**config.mk**
```make
export PLATFORM = sky130hd
export DESIGN_NAME = sudoku_entry_ctrl_flat
export DESIGN_NICKNAME = d
export VERILOG_FILES = /design/src/rtl/sudoku_entry_ctrl_if.sv /design/src/rtl/sudoku_entry_ctrl.sv /design/src/flat_wrapper.sv
export SDC_FILE = /design/constraint.sdc
export NUM_CORES = 1
export LEC_CHECK = 0
export ABC_AREA = 1
export ABC_CLOCK_PERIOD_IN_PS = 3600
export CAP_MARGIN = 15
export CORE_MARGIN = 1
export CORE_UTILIZATION = 30
export CTS_BUF_LIST = sky130_fd_sc_hd__clkbuf_16
export CTS_CLUSTER_SIZE = 25
export DETAILED_ROUTE_END_ITERATION = 10
export SLEW_MARGIN = 20
export SYNTH_ARGS = -nofsm -noshare
export SYNTH_HDL_FRONTEND = slang
export SYNTH_SLANG_ARGS = --single-unit
```
**constraint.sdc**
```tcl
create_clock -name clk -period 3.6 [get_ports clk]
set_clock_uncertainty 0.2 [all_clocks]
set_input_delay 0.9 -clock clk [delete_from_list [all_inputs] [get_ports clk]]
set_output_delay 0.9 -clock clk [all_outputs]
set_load 0.01 [all_outputs]
```
**src/rtl/sudoku_entry_ctrl_if.sv**
```systemverilog
// ---------------------------------------------------------------------------
// sudoku_entry_ctrl_if
// Groups the entry controller's input events and its solver/VGA-facing outputs.
//   master : the upstream side (buttons, PS/2 digit decoder, board blank map).
//            It drives the events and observes the cursor and write port.
//   slave  : the entry controller. It consumes the events and drives the
//            cursor, the staged digit and the solver load port.
// Signals
//   mv_up/mv_down/mv_left/mv_right  one-cycle cursor move pulses
//   enter                           one-cycle commit pulse
//   key_valid, key_digit[3:0]       digit key event (0 clears, 1..9 digit)
//   board_blank[80:0]               bit r*9+c set -> cell is editable
//   row/col[3:0]                    cursor position 0..8
//   data[3:0], read                 solver load port (read = write strobe)
//   staged, staged_digit[3:0]       staged digit for display
//   reject                          enter refused on a given cell
// ---------------------------------------------------------------------------
interface sudoku_entry_ctrl_if;
  logic        mv_up;
  logic        mv_down;
  logic        mv_left;
  logic        mv_right;
  logic        enter;
  logic        key_valid;
  logic [3:0]  key_digit;
  logic [80:0] board_blank;
  logic [3:0]  row;
  logic [3:0]  col;
  logic [3:0]  data;
  logic        read;
  logic        staged;
  logic [3:0]  staged_digit;
  logic        reject;

  modport master (
    output mv_up, mv_down, mv_left, mv_right, enter, key_valid, key_digit, board_blank,
    input  row, col, data, read, staged, staged_digit, reject
  );

  modport slave (
    input  mv_up, mv_down, mv_left, mv_right, enter, key_valid, key_digit, board_blank,
    output row, col, data, read, staged, staged_digit, reject
  );
endinterface

```
**src/rtl/sudoku_entry_ctrl.sv**
```systemverilog
// ---------------------------------------------------------------------------
// sudoku_entry_ctrl
// Front end for the Sudoku solver's load port. Button pulses move a cursor
// over the 9x9 board, PS/2 digit keys stage a value, and enter commits it as
// a single-cycle write strobe. Given (non-blank) cells refuse the write with a
// one-cycle reject pulse. After each write a holdoff window ignores all input.
// Parameters
//   HOLDOFF_CYC   cycles after the write strobe during which input is dropped
//   AUTO_ADVANCE  1: cursor steps to the next cell in raster order after a write
// Ports
//   clk     system clock
//   rst     synchronous active-high reset
//   bus_io  slave side of sudoku_entry_ctrl_if (events in, cursor/port out)
// ---------------------------------------------------------------------------
module sudoku_entry_ctrl #(
  parameter int unsigned HOLDOFF_CYC  = 16,
  parameter bit          AUTO_ADVANCE = 1'b1
) (
  input logic                clk,
  input logic                rst,
  sudoku_entry_ctrl_if.slave bus_io
);

  // Counter holds HOLDOFF_CYC-1 down to 0, so clog2 bits suffice (min 1).
  localparam int unsigned CntW = (HOLDOFF_CYC > 1) ? $clog2(HOLDOFF_CYC) : 1;
  localparam logic [CntW-1:0] CntLoad = CntW'(HOLDOFF_CYC - 1);

  localparam logic [1:0] StIdle   = 2'd0;
  localparam logic [1:0] StStaged = 2'd1;
  localparam logic [1:0] StWrite  = 2'd2;
  localparam logic [1:0] StHold   = 2'd3;

  logic [1:0]      state_q, state_d;
  logic [CntW-1:0] cnt_q, cnt_d;
  logic [3:0]      row_q, row_d;
  logic [3:0]      col_q, col_d;
  logic [3:0]      data_q, data_d;
  logic            staged_q, staged_d;
  logic [3:0]      sdig_q, sdig_d;
  logic            reject_q, reject_d;

  logic       key_ok;
  logic [6:0] idx;
  logic       cell_blank;
  logic [3:0] row_step, col_step;
  logic [3:0] row_adv, col_adv;

  // Keys 10..15 are not events at all; they neither stage nor mask moves.
  assign key_ok     = bus_io.key_valid && (bus_io.key_digit <= 4'd9);
  assign idx        = 7'(row_q) * 7'd9 + 7'(col_q);
  assign cell_blank = bus_io.board_blank[idx];

  // Per-axis wrapping moves; opposing pulses on one axis cancel.
  always_comb begin
    row_step = row_q;
    if (bus_io.mv_up && !bus_io.mv_down) begin
      row_step = (row_q == 4'd0) ? 4'd8 : row_q - 4'd1;
    end else if (bus_io.mv_down && !bus_io.mv_up) begin
      row_step = (row_q == 4'd8) ? 4'd0 : row_q + 4'd1;
    end
  end

  always_comb begin
    col_step = col_q;
    if (bus_io.mv_left && !bus_io.mv_right) begin
      col_step = (col_q == 4'd0) ? 4'd8 : col_q - 4'd1;
    end else if (bus_io.mv_right && !bus_io.mv_left) begin
      col_step = (col_q == 4'd8) ? 4'd0 : col_q + 4'd1;
    end
  end

  // Raster-order advance with carry into the row; (8,8) wraps to (0,0).
  always_comb begin
    row_adv = row_q;
    col_adv = col_q + 4'd1;
    if (col_q == 4'd8) begin
      col_adv = 4'd0;
      row_adv = (row_q == 4'd8) ? 4'd0 : row_q + 4'd1;
    end
  end

  always_comb begin
    state_d  = state_q;
    cnt_d    = cnt_q;
    row_d    = row_q;
    col_d    = col_q;
    data_d   = data_q;
    staged_d = staged_q;
    sdig_d   = sdig_q;
    reject_d = 1'b0;

    unique case (state_q)
      StIdle: begin
        // enter has nothing to commit here, so it does not mask key or moves.
        if (key_ok) begin
          sdig_d   = bus_io.key_digit;
          staged_d = 1'b1;
          state_d  = StStaged;
        end else begin
          row_d = row_step;
          col_d = col_step;
        end
      end

      StStaged: begin
        if (bus_io.enter) begin
          if (cell_blank) begin
            data_d  = sdig_q;
            state_d = StWrite;
          end else begin
            reject_d = 1'b1;
            staged_d = 1'b0;
            state_d  = StIdle;
          end
        end else if (key_ok) begin
          sdig_d = bus_io.key_digit;
        end else begin
          row_d = row_step;
          col_d = col_step;
        end
      end

      StWrite: begin
        // Cursor still points at the written cell during the strobe.
        staged_d = 1'b0;
        cnt_d    = CntLoad;
        state_d  = StHold;
        if (AUTO_ADVANCE) begin
          row_d = row_adv;
          col_d = col_adv;
        end
      end

      StHold: begin
        if (cnt_q == '0) begin
          state_d = StIdle;
        end else begin
          cnt_d = cnt_q - 1'b1;
        end
      end

      default: begin
        state_d = StIdle;
      end
    endcase
  end

  always_ff @(posedge clk) begin
    if (rst) begin
      state_q  <= StIdle;
      cnt_q    <= '0;
      row_q    <= 4'd0;
      col_q    <= 4'd0;
      data_q   <= 4'd0;
      staged_q <= 1'b0;
      sdig_q   <= 4'd0;
      reject_q <= 1'b0;
    end else begin
      state_q  <= state_d;
      cnt_q    <= cnt_d;
      row_q    <= row_d;
      col_q    <= col_d;
      data_q   <= data_d;
      staged_q <= staged_d;
      sdig_q   <= sdig_d;
      reject_q <= reject_d;
    end
  end

  assign bus_io.row          = row_q;
  assign bus_io.col          = col_q;
  assign bus_io.data         = data_q;
  assign bus_io.read         = (state_q == StWrite);
  assign bus_io.staged       = staged_q;
  assign bus_io.staged_digit = sdig_q;
  assign bus_io.reject       = reject_q;

endmodule

```
**src/flat_wrapper.sv**
```systemverilog
// flat-port wrapper written by rule: the top's interface ports become plain ports
module sudoku_entry_ctrl_flat 
#(
  parameter int unsigned HOLDOFF_CYC  = 16,
  parameter bit          AUTO_ADVANCE = 1'b1
)
  (clk, rst, bus_io_mv_up, bus_io_mv_down, bus_io_mv_left, bus_io_mv_right, bus_io_enter, bus_io_key_valid, bus_io_key_digit, bus_io_board_blank, bus_io_row, bus_io_col, bus_io_data, bus_io_read, bus_io_staged, bus_io_staged_digit, bus_io_reject);
  sudoku_entry_ctrl_if bus_io_i ();
  input logic clk;
  input logic rst;
  input wire logic [$bits(bus_io_i.mv_up)-1:0] bus_io_mv_up;
  input wire logic [$bits(bus_io_i.mv_down)-1:0] bus_io_mv_down;
  input wire logic [$bits(bus_io_i.mv_left)-1:0] bus_io_mv_left;
  input wire logic [$bits(bus_io_i.mv_right)-1:0] bus_io_mv_right;
  input wire logic [$bits(bus_io_i.enter)-1:0] bus_io_enter;
  input wire logic [$bits(bus_io_i.key_valid)-1:0] bus_io_key_valid;
  input wire logic [$bits(bus_io_i.key_digit)-1:0] bus_io_key_digit;
  input wire logic [$bits(bus_io_i.board_blank)-1:0] bus_io_board_blank;
  output wire logic [$bits(bus_io_i.row)-1:0] bus_io_row;
  output wire logic [$bits(bus_io_i.col)-1:0] bus_io_col;
  output wire logic [$bits(bus_io_i.data)-1:0] bus_io_data;
  output wire logic [$bits(bus_io_i.read)-1:0] bus_io_read;
  output wire logic [$bits(bus_io_i.staged)-1:0] bus_io_staged;
  output wire logic [$bits(bus_io_i.staged_digit)-1:0] bus_io_staged_digit;
  output wire logic [$bits(bus_io_i.reject)-1:0] bus_io_reject;
  assign bus_io_i.mv_up = bus_io_mv_up;
  assign bus_io_i.mv_down = bus_io_mv_down;
  assign bus_io_i.mv_left = bus_io_mv_left;
  assign bus_io_i.mv_right = bus_io_mv_right;
  assign bus_io_i.enter = bus_io_enter;
  assign bus_io_i.key_valid = bus_io_key_valid;
  assign bus_io_i.key_digit = bus_io_key_digit;
  assign bus_io_i.board_blank = bus_io_board_blank;
  assign bus_io_row = bus_io_i.row;
  assign bus_io_col = bus_io_i.col;
  assign bus_io_data = bus_io_i.data;
  assign bus_io_read = bus_io_i.read;
  assign bus_io_staged = bus_io_i.staged;
  assign bus_io_staged_digit = bus_io_i.staged_digit;
  assign bus_io_reject = bus_io_i.reject;
  sudoku_entry_ctrl #(.HOLDOFF_CYC(HOLDOFF_CYC), .AUTO_ADVANCE(AUTO_ADVANCE)) u_core (.clk(clk), .rst(rst), .bus_io(bus_io_i));
endmodule
```
Yosys cells after proc, flatten, opt, wreduce, memory -nomap -nowiden

Index checks and enable logic that the tools add are counted.

Flip-flop bits (word level): 24
Bits of input ports: 93
Output and inout port bits: 19
Logic and storage cells: 87

Add/subtract/negate cells: 6
$mul: 1
Magnitude comparators: 2
Equality and inequality tests: 12
Multiplexer cells: 32
Bitwise operators: 2
Reductions and logical operators: 24

Operator list:

| operator                                                             | number |
|---|---|
| 4-bit 2-to-1 mux                                                     | 16 |
| 4-bit case mux with 3 select lines                                   | 2 |
| 4-bit case mux with 2 select lines                                   | 2 |
| 4-bit zero test                                                      | 3 |
| 4-bit by 1-bit subtractor with 4-bit output, second input constant   | 3 |
| 3-bit AND reduction                                                  | 3 |
| 4-bit by 1-bit adder with 4-bit output, second input constant        | 2 |
| 4-bit equality test, second input constant                           | 2 |
| 7-bit by 8-bit < comparator with 1-bit output, second input constant | 1 |
| 2-bit 2-to-1 mux                                                     | 4 |
| 2-bit != test, second input constant                                 | 4 |
| 2-bit case mux with 4 select lines                                   | 1 |
| 7-bit by 4-bit adder with 7-bit output                               | 1 |
| 1-bit binary-select mux with 7-bit select                            | 1 |
| 4-bit by 4-bit multiplier with 7-bit output, second input constant   | 1 |
| 2-bit by 1-bit != test with 1-bit output, second input constant      | 3 |
| 2-bit AND reduction                                                  | 3 |
| 1-bit logical AND                                                    | 5 |
| 1-bit 2-to-1 mux                                                     | 5 |
| 2-bit equality test, second input constant                           | 2 |
| 4-bit <= comparator, second input constant                           | 1 |
| 1-bit zero test                                                      | 4 |
| 4-bit AND reduction                                                  | 1 |
| 2-bit nonzero test                                                   | 2 |
| 6 further kinds                                                      | 7 |

Logic depth before layout (Yosys ltp)

Depth in word-level cells: 7
Gate-level depth with buffers: 16
Gate-level depth less buffers: 16

Worst setup path after synthesis

OpenSTA, ideal clock, no wires.

Kind: flip-flop to flip-flop
Start point: register u_core.row_q[3] (netlist: u_core.bus_io.row[3])
End point: register u_core.data_q[0] (netlist: u_core.bus_io.data[0])
Setup time: 0.115 ns
Arrival: 2.581 ns
Required time: 3.285 ns
Setup slack: 0.704 ns
Cell stages (with the launch flop): 15
Buffers on the path: 0
Clock period less this slack: 2.896 ns
Cell sequence: dfxtp_1 > ha_1 > ha_1 > ha_1 > a21oi_2 > nand2_1 > nand2_2 > nand2_2 > a21oi_4 > xor2_4 > nand3_2 > o21ai_4 > nand3_1 > nand2_1 > nor2_1

Word-level cells in the longest chain between the ends: 5

RTL lines:

| element                                     | RTL line                 | RTL |
|---|---|---|
| start: declaration                          | sudoku_entry_ctrl.sv:35  | `logic [3:0] row_q, row_d;` |
| start signal: assignment                    | sudoku_entry_ctrl.sv:161 | `row_q <= row_d;` |
| 4-bit by 4-bit multiplier with 7-bit output | sudoku_entry_ctrl.sv:50  | `assign idx = 7'(row_q) * 7'd9 + 7'(col_q);` |
| 7-bit by 4-bit adder with 7-bit output      | sudoku_entry_ctrl.sv:50  |  |
| 1-bit binary-select mux with 7-bit select   | sudoku_entry_ctrl.sv:51  | `assign cell_blank = bus_io.board_blank[idx];` |
| 1-bit 2-to-1 mux (not written as such)      | sudoku_entry_ctrl.sv:51  |  |
| 3-bit AND reduction (no source line)        | -                        |  |
| end signal: assignment                      | sudoku_entry_ctrl.sv:163 | `data_q <= data_d;` |
| end: declaration                            | sudoku_entry_ctrl.sv:37  | `logic [3:0] data_q, data_d;` |

No other way between the ends. The select of a mux whose other input is x is not followed.
A chain may end at the register's enable or synchronous reset.

Worst setup path in the final report

Start point: register u_core.row_q[0] (netlist: u_core.bus_io.row[0])
End point: register u_core.data_q[1] (netlist: u_core.bus_io.data[1])

The elaborated chain is that of the path after synthesis.

==> summary.log <==
[placement] HPWL after detailed placement 6400 um
[cells_and_area] share of the core filled with cells 48.0%
[cells_and_area] share of cells above drive strength 1 4.33%
[clocking] clock root cell clkbuf_16
[setup_path] endpoint type of the worst setup path register
[clocking] clock tree from TritonCTS done
[sta] share of the cycle needed by the critical path after routing 84.0%
[placement] Post-Place Cells 606
[clocking] setup bufs post-CTS 0
[clocking] source-to-sink clock delay at the later pin of the worst-skew pair 0.26 ns
[cells_and_area] area of all placed cells without fillers 3780 sq um
[setup_path] count of buffering cells on the critical path with inverters included 1
[placement] Port Buf Inserts 111
[run_status] run status complete, no violations
[cells_and_area] leading cell types in the layout, fill and taps excluded nand2_1, clkdlybuf4s50_1, nand3_1
[yosys] net count of the mapped netlist 521
[yosys] average footprint of a synthesized cell 6.15 sq um
[setup_path] Startpoint Class register
[yosys] share of synthesized cell area in and, or, nand and nor gates 40.3%
[floorplanning] top-level I/O count 112
[yosys] share of the yosys chip area belonging to registers 19.3%
[global_routing] aggregate global routing overflow 0
[placement] post-detailed-placement cell area 3680 sq um
[power] Reg power frac 14.8%
[setup_path] cell type of the slowest stage on the worst timing path dfxtp_1
[power] Int Power 1.45 mW
[floorplanning] floorplan die width 93.2 um
[setup_path] longest individual stage delay on the worst path 0.48 ns
[global_routing] initial antenna violation count 0
[setup_path] Required @ worst endpoint 3.55 ns
[route] total detailed-routing wirelength 8250 um
[power] Peak VDD IR 0.000412 V
[route] initial drt markers 132
[cells_and_area] total of fill cells in the finished design 800
[clocking] # resized after CTS 0
[setup_path] critical path type register to register
[power] fraction of power consumed by combinational cells 74.6%
[yosys] post-synthesis register bit count 24
[clocking] # clock sinks 24
[yosys] mux contribution to synthesized area 0%
[min_path] path class of the lowest-slack min-delay path register to register
[route] Final ANT Viol Nets 0
[sta] hold violation total from the final report 0
[yosys] Synth Area in Compound Gates 15.0%
[floorplanning] Die Y-Extent 93.2 um
[sta] setup repair after global routing missed its margin false
[sta] Max Clk Rate 331 MHz
[yosys] cell area after synthesis 2490 sq um
[setup_path] WP data arrival 2.97 ns
[setup_path] library cell appearing most often on the critical path ha_1
[placement] global placer's final weighted congestion 0.791
[job] max_cap viols 0
[global_routing] wire length of the first global-routing pass 13400 um
[setup_path] worst setup path startpoint u_core.bus_io.row[0]$_SDFFE_PP0P_
[route] Detailed Routing Iterations Pass 1 4
[setup_path] gate family responsible for the most delay along the worst path adder cells
[cells_and_area] non-filler cells in the finished layout 610
[setup_path] critical path, cell by cell ha_1, ha_1, ha_1, a21oi_1, o21ai_0, xnor2_1, inv_1, nand3_1, nand3_2, o21ai_4, nand3_1, nand2_1, nor2_1
[floorplanning] number of rows created at floorplan 32
[setup_path] Critical R2R Launch u_core.bus_io.row[0]$_SDFFE_PP0P_
[sta] transition at the pin with the smallest max-transition slack 0.534 ns
[min_path] hold path start u_core.bus_io.data[0]$_SDFFE_PP0P_
[floorplanning] Core Area 7890 sq um
[sta] post-route minimum period 3.02 ns
[yosys] number of different library cells in the post-synthesis netlist 33
[setup_path] highest net fanout along the worst path 9
[global_routing] pin count of the biggest net entering global routing 42
[floorplanning] starting density of the core 31.6%
[clocking] buffer depth of the longest clock path 2
[sta] Slew HR 64.0%
[sta] final count of pins violating max slew 0
[sta] setup violation total in the final timing report 0
[power] switching component of the power 1.57 mW
[route] average vias per placed instance 4.96
[power] clock network fraction of design power 10.6%
[clocking] Clock H-tree levels 1
[cells_and_area] growth of design area from synthesis to finish 51.9%
[floorplanning] die area 8680 sq um
[clocking] hold buffer count at CTS 0
[power] Static Leakage 1.67 nW
[yosys] instance count of the mapped netlist 405
[sta] minimum hold slack 0.285 ns
[route] number of design rule violations left after detail routing 0
[yosys] post-synthesis share of cell area spent on xor and xnor gates 3.16%
[route] final routed wire length divided by cell count 13.5 um
[yosys] Synthesis Warnings 0
[global_routing] number of global-route vias before repair 2861
[yosys] area share of fa/ha/maj cells after synthesis 11.8%
[global_routing] Global Route Usage Sum 19.1%
[power] power density over the cells 799 nW/um^2
[sta] setup TNS after final layout 0 ns
[clocking] clock transition at the registers of the reported paths 0.07 ns
[yosys] combinational family with the most area after synthesis simple AND/OR/NAND/NOR gates
[power] Sw Ratio 51.9%
[cells_and_area] number of antenna repair diodes 0
[clocking] total CTS buffers 3
[route] DR vias 3028
[cells_and_area] nets 625
[cells by family (layout without fill, tap and decap cells)]
kind of cell               after synthesis  in the layout
adders and majority gates               23             23
AOI/OAI and AO/OA                       61             61
buffers and inverters                   63            166
xor gates and xnor gates                 6              6
and+or+nand+nor                        228            228
DFF                                     24             24
[through the flow]
stage,worst slack (ns),power (mW)
2_1_floorplan,0.704,2.10
3_3_place_gp,0.640,2.70
3_5_place_dp,0.589,2.72
4_1_cts,0.565,3.05
5_1_grt,0.288,3.37
6_report,0.577,3.02
[cell usage after synthesis]
master,instances,area share (%)
xor2_4,1,1.1
o22ai_1,1,0.25
dfxtp_1,24,19
clkbuf_1,3,0.45
nand2_1,111,17
buf_4,3,0.90
a221oi_1,2,0.70
nand3_1,87,17
nand3_2,4,1.6
ha_1,22,11
o21ai_0,23,4.6
a21oi_1,16,3.2
nor3_1,5,1.0
o31ai_1,1,0.30
inv_4,1,0.25
o211ai_1,2,0.60
xor2_2,1,0.65
a21oi_4,1,0.65
clkinv_1,2,0.30
xnor2_1,2,0.70
nand4_1,1,0.25
o21ai_4,1,0.65
a31oi_1,5,1.3
buf_2,8,1.6
inv_1,42,6.3
inv_2,2,0.30
a21oi_2,1,0.35
nand2_2,2,0.50
fa_1,1,0.80
a211oi_1,8,2.4
xor2_1,2,0.70
nor2_1,18,2.7
buf_1,2,0.30
[registers in the layout, summed over array words and instances, names as in the netlist, named ones only]
name,count
u_core.bus_io.col,4
u_core.bus_io.data,4
u_core.bus_io.row,4
u_core.bus_io.staged_digit,4
u_core.cnt_q,4
u_core.bus_io.reject,1
u_core.bus_io.staged,1
u_core.state_q,1
[tightest hold or removal path: stages (launching register included)]
cell and delay [ns]:
dfxtp_1 0.33, a21oi_1 0.04, nor2_1 0.08
[final timing paths]
check,depth (start not counted),to,slack (ns)
worst min register to register,2,u_core.bus_io.data[0]$_SDFFE_PP0P_,0.29
worst min-delay path,2,u_core.bus_io.data[0]$_SDFFE_PP0P_,0.29
worst max-delay path,13,u_core.bus_io.data[1]$_SDFFE_PP0P_,0.58
worst max register to register,13,u_core.bus_io.data[1]$_SDFFE_PP0P_,0.58
[layout make-up]
cell class	count	area, sq um	area share, %
clock buffers	3	75.1	1.98
flip-flops and latches	24	480	12.7
repair buffers	115	1140	30.1
multi-input cells	318	1750	46.3
well taps	102	128	3.37
inverters	47	179	4.73
clock inverters	1	30.0	0.793
[power groups by stage]
stage | sequential [mW] | combinational (mW) | clock [mW]
after global routing | 0.467 | 2.57 | 0.337
after detailed placement | 0.456 | 2.27 | 0
after global placement | 0.451 | 2.25 | 0
after floorplan | 0.470 | 1.63 | 0
final | 0.449 | 2.26 | 0.319
after CTS | 0.451 | 2.28 | 0.323
[layer usage]
metal	global-route usage, %	vias up	routed length (um)
met5	0	-	0
met4	4.74	0	91
met3	2.52	6	447
met2	34.0	88	3930
met1	24.1	1369	3780
li1	-	1565	-
(Power assumes the default switching activity.)
